--- config.mk ---
export PLATFORM = sky130hd
export DESIGN_NAME = multicycle_ctrl
export DESIGN_NICKNAME = d
export VERILOG_FILES = /design/src/rtl/multicycle_ctrl.sv
export SDC_FILE = /design/constraint.sdc
export NUM_CORES = 1
export LEC_CHECK = 0
export ABC_CLOCK_PERIOD_IN_PS = 1710
export BUFFER_PORTS_ARGS = -buffer_cell sky130_fd_sc_hd__buf_4
export CAP_MARGIN = 20
export CORE_MARGIN = 1.5
export CORE_UTILIZATION = 44
export CTS_CLUSTER_DIAMETER = 80
export DETAILED_ROUTE_END_ITERATION = 8
export PLACE_DENSITY = 0.78
export SETUP_SLACK_MARGIN = 0.1
export SYNTH_ARGS = -nofsm -noshare
export SYNTH_HDL_FRONTEND = slang
export SYNTH_SLANG_ARGS = --single-unit
--- constraint.sdc ---
create_clock -name clk -period 1.71 [get_ports clk]
set_input_delay 0.171 -clock clk [delete_from_list [all_inputs] [get_ports clk]]
set_output_delay 0.171 -clock clk [all_outputs]
set_load 0.005 [all_outputs]
--- src/rtl/multicycle_ctrl.sv ---
// Control FSM for the multicycle RV32I core with a unified instruction/data memory.
// Sequences fetch/decode/address/memory/execute/writeback steps, stalls memory steps
// on mem_ready and pulses InstrDone once per retired instruction.
// Optional feature: define MULTICYCLE_CTRL_TRAP_EN to trap unknown opcodes in a sticky
// TRAP state that raises Illegal; otherwise unknown opcodes retire as NOPs.
module multicycle_ctrl (
  input  logic       clk,
  input  logic       reset,
  input  logic [6:0] op,
  input  logic [2:0] funct3,
  input  logic       funct7b5,
  input  logic       Zero,
  input  logic       mem_ready,
  output logic       PCWrite,
  output logic       AdrSrc,
  output logic       MemWrite,
  output logic       IRWrite,
  output logic [1:0] ResultSrc,
  output logic [1:0] ALUSrcA,
  output logic [1:0] ALUSrcB,
  output logic [2:0] ALUControl,
  output logic [2:0] ImmSrc,
  output logic       RegWrite,
  output logic       InstrDone,
  output logic       Illegal
);

  typedef enum logic [3:0] {
    StFetch,
    StDecode,
    StMemAdr,
    StMemRead,
    StMemWb,
    StMemWrite,
    StExecR,
    StExecI,
    StAluWb,
    StBranch,
    StJal
`ifdef MULTICYCLE_CTRL_TRAP_EN
    ,
    StTrap
`endif
  } state_e;

  localparam logic [6:0] OpLoad   = 7'b0000011;
  localparam logic [6:0] OpStore  = 7'b0100011;
  localparam logic [6:0] OpRType  = 7'b0110011;
  localparam logic [6:0] OpIType  = 7'b0010011;
  localparam logic [6:0] OpBranch = 7'b1100011;
  localparam logic [6:0] OpJal    = 7'b1101111;

  localparam logic [2:0] AluAdd = 3'b000;
  localparam logic [2:0] AluSub = 3'b001;
  localparam logic [2:0] AluAnd = 3'b010;
  localparam logic [2:0] AluOr  = 3'b011;
  localparam logic [2:0] AluSlt = 3'b101;

  localparam logic [2:0] ImmI = 3'b000;
  localparam logic [2:0] ImmS = 3'b001;
  localparam logic [2:0] ImmB = 3'b010;
  localparam logic [2:0] ImmJ = 3'b011;

  state_e state_q, state_d;
  logic   pc_update;
  logic   branch;
  logic   taken;

  // Subtraction is only selected for R-type (op[5] set) with funct7b5; I-type never subtracts.
  function automatic logic [2:0] alu_decode(input logic [2:0] f3, input logic sub_sel);
    logic [2:0] ctl;
    ctl = AluAdd;
    case (f3)
      3'b000:  ctl = sub_sel ? AluSub : AluAdd;
      3'b010:  ctl = AluSlt;
      3'b110:  ctl = AluOr;
      3'b111:  ctl = AluAnd;
      default: ctl = AluAdd;
    endcase
    return ctl;
  endfunction

  // State register; reset always returns to FETCH.
  always_ff @(posedge clk) begin
    if (reset) begin
      state_q <= StFetch;
    end else begin
      state_q <= state_d;
    end
  end

  // Branch condition: only beq/bne are resolved, everything else falls through.
  always_comb begin
    taken = 1'b0;
    case (funct3)
      3'b000:  taken = Zero;
      3'b001:  taken = ~Zero;
      default: taken = 1'b0;
    endcase
  end

  // Next-state and Moore/Mealy outputs; every output defaults to 0 and is forced to 0 in reset.
  always_comb begin
    state_d    = state_q;
    pc_update  = 1'b0;
    branch     = 1'b0;
    AdrSrc     = 1'b0;
    MemWrite   = 1'b0;
    IRWrite    = 1'b0;
    ResultSrc  = 2'b00;
    ALUSrcA    = 2'b00;
    ALUSrcB    = 2'b00;
    ALUControl = AluAdd;
    ImmSrc     = ImmI;
    RegWrite   = 1'b0;
    InstrDone  = 1'b0;
    Illegal    = 1'b0;

    case (state_q)
      StFetch: begin
        ALUSrcB   = 2'b10;
        ResultSrc = 2'b10;
        if (mem_ready) begin
          IRWrite   = 1'b1;
          pc_update = 1'b1;
          state_d   = StDecode;
        end
      end
      StDecode: begin
        ALUSrcA = 2'b01;
        ALUSrcB = 2'b01;
        case (op)
          OpLoad, OpStore: state_d = StMemAdr;
          OpRType:         state_d = StExecR;
          OpIType:         state_d = StExecI;
          OpBranch:        state_d = StBranch;
          OpJal:           state_d = StJal;
          default: begin
`ifdef MULTICYCLE_CTRL_TRAP_EN
            state_d = StTrap;
`else
            // Unknown opcode retires here as a NOP.
            InstrDone = 1'b1;
            state_d   = StFetch;
`endif
          end
        endcase
      end
      StMemAdr: begin
        ALUSrcA = 2'b10;
        ALUSrcB = 2'b01;
        ImmSrc  = op[5] ? ImmS : ImmI;
        state_d = op[5] ? StMemWrite : StMemRead;
      end
      StMemRead: begin
        AdrSrc = 1'b1;
        if (mem_ready) state_d = StMemWb;
      end
      StMemWb: begin
        ResultSrc = 2'b01;
        RegWrite  = 1'b1;
        InstrDone = 1'b1;
        state_d   = StFetch;
      end
      StMemWrite: begin
        // Strobe held for the whole wait, including the completing cycle.
        AdrSrc   = 1'b1;
        MemWrite = 1'b1;
        if (mem_ready) begin
          InstrDone = 1'b1;
          state_d   = StFetch;
        end
      end
      StExecR: begin
        ALUSrcA    = 2'b10;
        ALUControl = alu_decode(funct3, op[5] & funct7b5);
        state_d    = StAluWb;
      end
      StExecI: begin
        ALUSrcA    = 2'b10;
        ALUSrcB    = 2'b01;
        ALUControl = alu_decode(funct3, op[5] & funct7b5);
        state_d    = StAluWb;
      end
      StAluWb: begin
        RegWrite  = 1'b1;
        InstrDone = 1'b1;
        state_d   = StFetch;
      end
      StBranch: begin
        ALUSrcA    = 2'b10;
        ALUControl = AluSub;
        ImmSrc     = ImmB;
        branch     = 1'b1;
        InstrDone  = 1'b1;
        state_d    = StFetch;
      end
      StJal: begin
        // Link value PC+4 goes through ALUWB; retire is signalled there.
        ALUSrcA   = 2'b01;
        ALUSrcB   = 2'b10;
        ImmSrc    = ImmJ;
        pc_update = 1'b1;
        state_d   = StAluWb;
      end
`ifdef MULTICYCLE_CTRL_TRAP_EN
      StTrap: begin
        Illegal = 1'b1;
        state_d = StTrap;
      end
`endif
      default: state_d = StFetch;
    endcase

    PCWrite = pc_update | (branch & taken);

    if (reset) begin
      PCWrite    = 1'b0;
      AdrSrc     = 1'b0;
      MemWrite   = 1'b0;
      IRWrite    = 1'b0;
      ResultSrc  = 2'b00;
      ALUSrcA    = 2'b00;
      ALUSrcB    = 2'b00;
      ALUControl = AluAdd;
      ImmSrc     = ImmI;
      RegWrite   = 1'b0;
      InstrDone  = 1'b0;
      Illegal    = 1'b0;
    end
  end

endmodule

==> results.md <==
* Yosys reg bits at 4
* Row count at 13
* Final Hold Violating Endpoints at 0
* Clock buffer depth at 2
* Delay-heaviest family, CP: simple AND/OR/NAND/NOR gates
* CTS sink count at 4
* Via count at 851
* Worst setup SP type: flop
* Fmax at 0.6318 GHz
* Synth Area per Inst at 6.660 µm²
* R2R Setup Slk at 340 ps
* Initial Util at 48.84%
* Crit path to: ResultSrc[0]
* Area grow syn2layout at 54.27%
* Core footprint at 1350 µm²
* Final HPWL DP at 1.458 mm
* Chip width at 41.71 µm
* Fin crit period at 1583 ps
* Pin count of the biggest net entering global routing at 16
* CTS clock-pin slew for the worst setup and hold paths at 40 ps
* Sequential area share after synthesis at 12.14%
* Residual DRC at 0
* CP max stage cell: or3_4
* Routability cong. at 0.8162
* Most frequent cells in the layout: buf_4 (37), nor2_1 (10), o21ai_0 (8)
* Number of stages on the worst setup path at 4
* DR vias/cell at 5.750
* Outcome: complete, no violations
* I/O Pins at 34
* Share of layout cells above drive strength 1 at 44.36%
* Maximum VDD drop at 0.0003769 V
* Post-synth cell types at 38
* Max-cap violations at 0
* Wire length of the first global-routing pass at 3.029 mm
* CP required at 1540 ps
* Gr usage total at 21.52%
* Final ANT Viol Nets at 0
* Clk_skew at 1.247 ps
* Reg-to-Reg Start: state_q[2]$_SDFFE_PP0P_
* Leading cell type in the layout, fill and taps excluded: buf_4
* Worst Path Buf+Inv at 2
* Leak at 0.4561 nW
* Tcrit/Tclk final at 92.56%
* Hold_buf cts at 0
* Fillers at 112
* Hold crit path type: primary input to flop
* FF-to-FF path depth at 4
* Setup CP Type: flop to output port
* Number of flip-flops in the largest register at 4
* Largest stage delay on the critical path at 400 ps
* WL final at 1.897 mm
* Nets at 150
* Crit path cell chain: buf_6 > or3_4 > nor3b_2 > buf_4
* CTS tree: done
* Design Area, Final at 1017 µm²
* Root buffer cell: clkbuf_4
* Top Registers: state_q x4
* Clock Latency Late Sink at 230 ps
* Die area at 1740 µm²
* Worst-path maximum fanout at 7
* RSZ-0062 raised after global routing: yes
* Syn. warnings at 0
* WL/cell at 12.82 µm
* H-tree lvl count at 1
* CTS Buf Count at 3
* Final Slew Violations at 0
* Critical Path Source: state_q[1]$_SDFFE_PP0P_
* Post-Synthesis Cells at 99
* Power Density at 335.1 nW/µm²
* Ant diodes at 0
* Vias in the first global route at 751
* CP Data Arrival Time at 1410 ps
* DRT iter0 DRCs at 10
* Antenna violations before repair at 0
* Area of the mapped netlist at 659.4 µm²
* Fin util at 75.35%
* Die height at 41.71 µm
* Final setup violation count at 0
* Top reg by flops: state_q
* Placed Area at 905.9 µm²
* GRT overflow at 0
* Setup TNS at 0 ps
* Worst r2r dst: state_q[2]$_SDFFE_PP0P_
* # port buffers at 31
* Drt pass-1 iters at 4
* Critical Path End Type: output port
## cell type report
class                           instances  area (µm²)  share of cell area, %
Clock buffer                            3       22.52                  2.214
Inverter                                5       18.77                  1.845
Multi-Input combinational cell         83       575.6                  56.58
Sequential cell                         4       92.59                  9.102
Tap cell                               15       18.77                  1.845
Timing Repair Buffer                   38       289.0                  28.41
## power by group
group          internal [mW]  switching [mW]
registers             0.0927         0.00546
clock network         0.0783          0.0351
logic                 0.0670          0.0623
## metrics by stage
stage	hold slack (ps)	setup slack [ps]	cells	total power [mW]
global route	268.9	64.84	148	0.3671
finish	259.3	127.2	148	0.3409
CTS	231.6	70.93	147	0.3406
detailed placement	467.5	170.3	143	0.2216
global placement	468.6	193.3	143	0.2187
floorplan	376.1	418.3	100	0.1622
## logic make-up (layout without fill, tap and decap cells)
family                 count (synthesis)  count (layout)  synth area share, %
flip-flops                             4               4                12.14
AND/OR/NAND/NOR                       49              49                43.64
other                                  1               2               0.5687
AO/OA/AOI/OAI                         29              29                29.79
XOR/XNOR                               3               3                3.986
buffers and inverters                 13              46                9.867
## worst min-delay path by stage
stage                               to      start  slack [ps]  depth (start not counted)
5_1_grt        state_q[1]$_SDFFE_PP0P_      reset         270                          2
6_report       state_q[1]$_SDFFE_PP0P_      reset         260                          2
2_1_floorplan            ALUControl[2]  funct3[2]         380                          1
3_5_place_dp   state_q[1]$_SDFFE_PP0P_      reset         470                          2
4_1_cts        state_q[1]$_SDFFE_PP0P_      reset         230                          2
3_3_place_gp   state_q[1]$_SDFFE_PP0P_      reset         470                          2
## synthesized netlist by cell type
library cell   n  area share (%)
or3_1          1            0.95
nor2_1        12             6.8
nor4_1         3             2.8
nor4_4         1             3.2
nor3b_1        2             2.3
or2_2          1            0.95
a2bb2oi_1      1             1.3
and2_1         1            0.95
a211oi_1       1             1.1
dfxtp_1        4              12
a2111oi_1      1             1.5
buf_1          1            0.57
o31a_1         1             1.3
a32o_1         1             1.5
nand3b_1       2             2.3
o21a_1         2             2.3
nor4_2         2             3.8
conb_1         1            0.57
a21oi_1        4             3.0
inv_1          5             2.8
nor2b_1        4             3.8
nand4b_1       1             1.3
buf_4          3             3.4
and3_1         2             1.9
nand3_1        3             2.3
o31ai_2        1             1.9
o21ai_0        9             6.8
o31ai_1        2             2.3
nand2_1        7             4.0
nor3_1         2             1.5
xor2_1         1             1.3
buf_2          4             3.0
a31oi_1        2             1.9
a211o_1        1             1.3
xnor2_1        2             2.7
a22oi_1        2             2.3
nand2b_1       5             4.7
o21bai_1       1             1.1
## per-layer routing
| layer | vias to the layer above | track usage [%] | share of wire [%] |
|---|---|---|---|
| met5 | - | 0 | 0 |
| met4 | 0 | 7.097 | 0.63 |
| met3 | 2 | 3.913 | 6.7 |
| met2 | 34 | 40.31 | 53 |
| met1 | 391 | 23.95 | 40 |
| li1 | 424 | - | - |
## timing repair
item,4_1_cts,5_1_grt
endpoints found under the setup margin,7,10
pin swaps,1,4
gates resized for setup,7,14
setup buffers,1,1
Power figures use the tool's default switching activity.
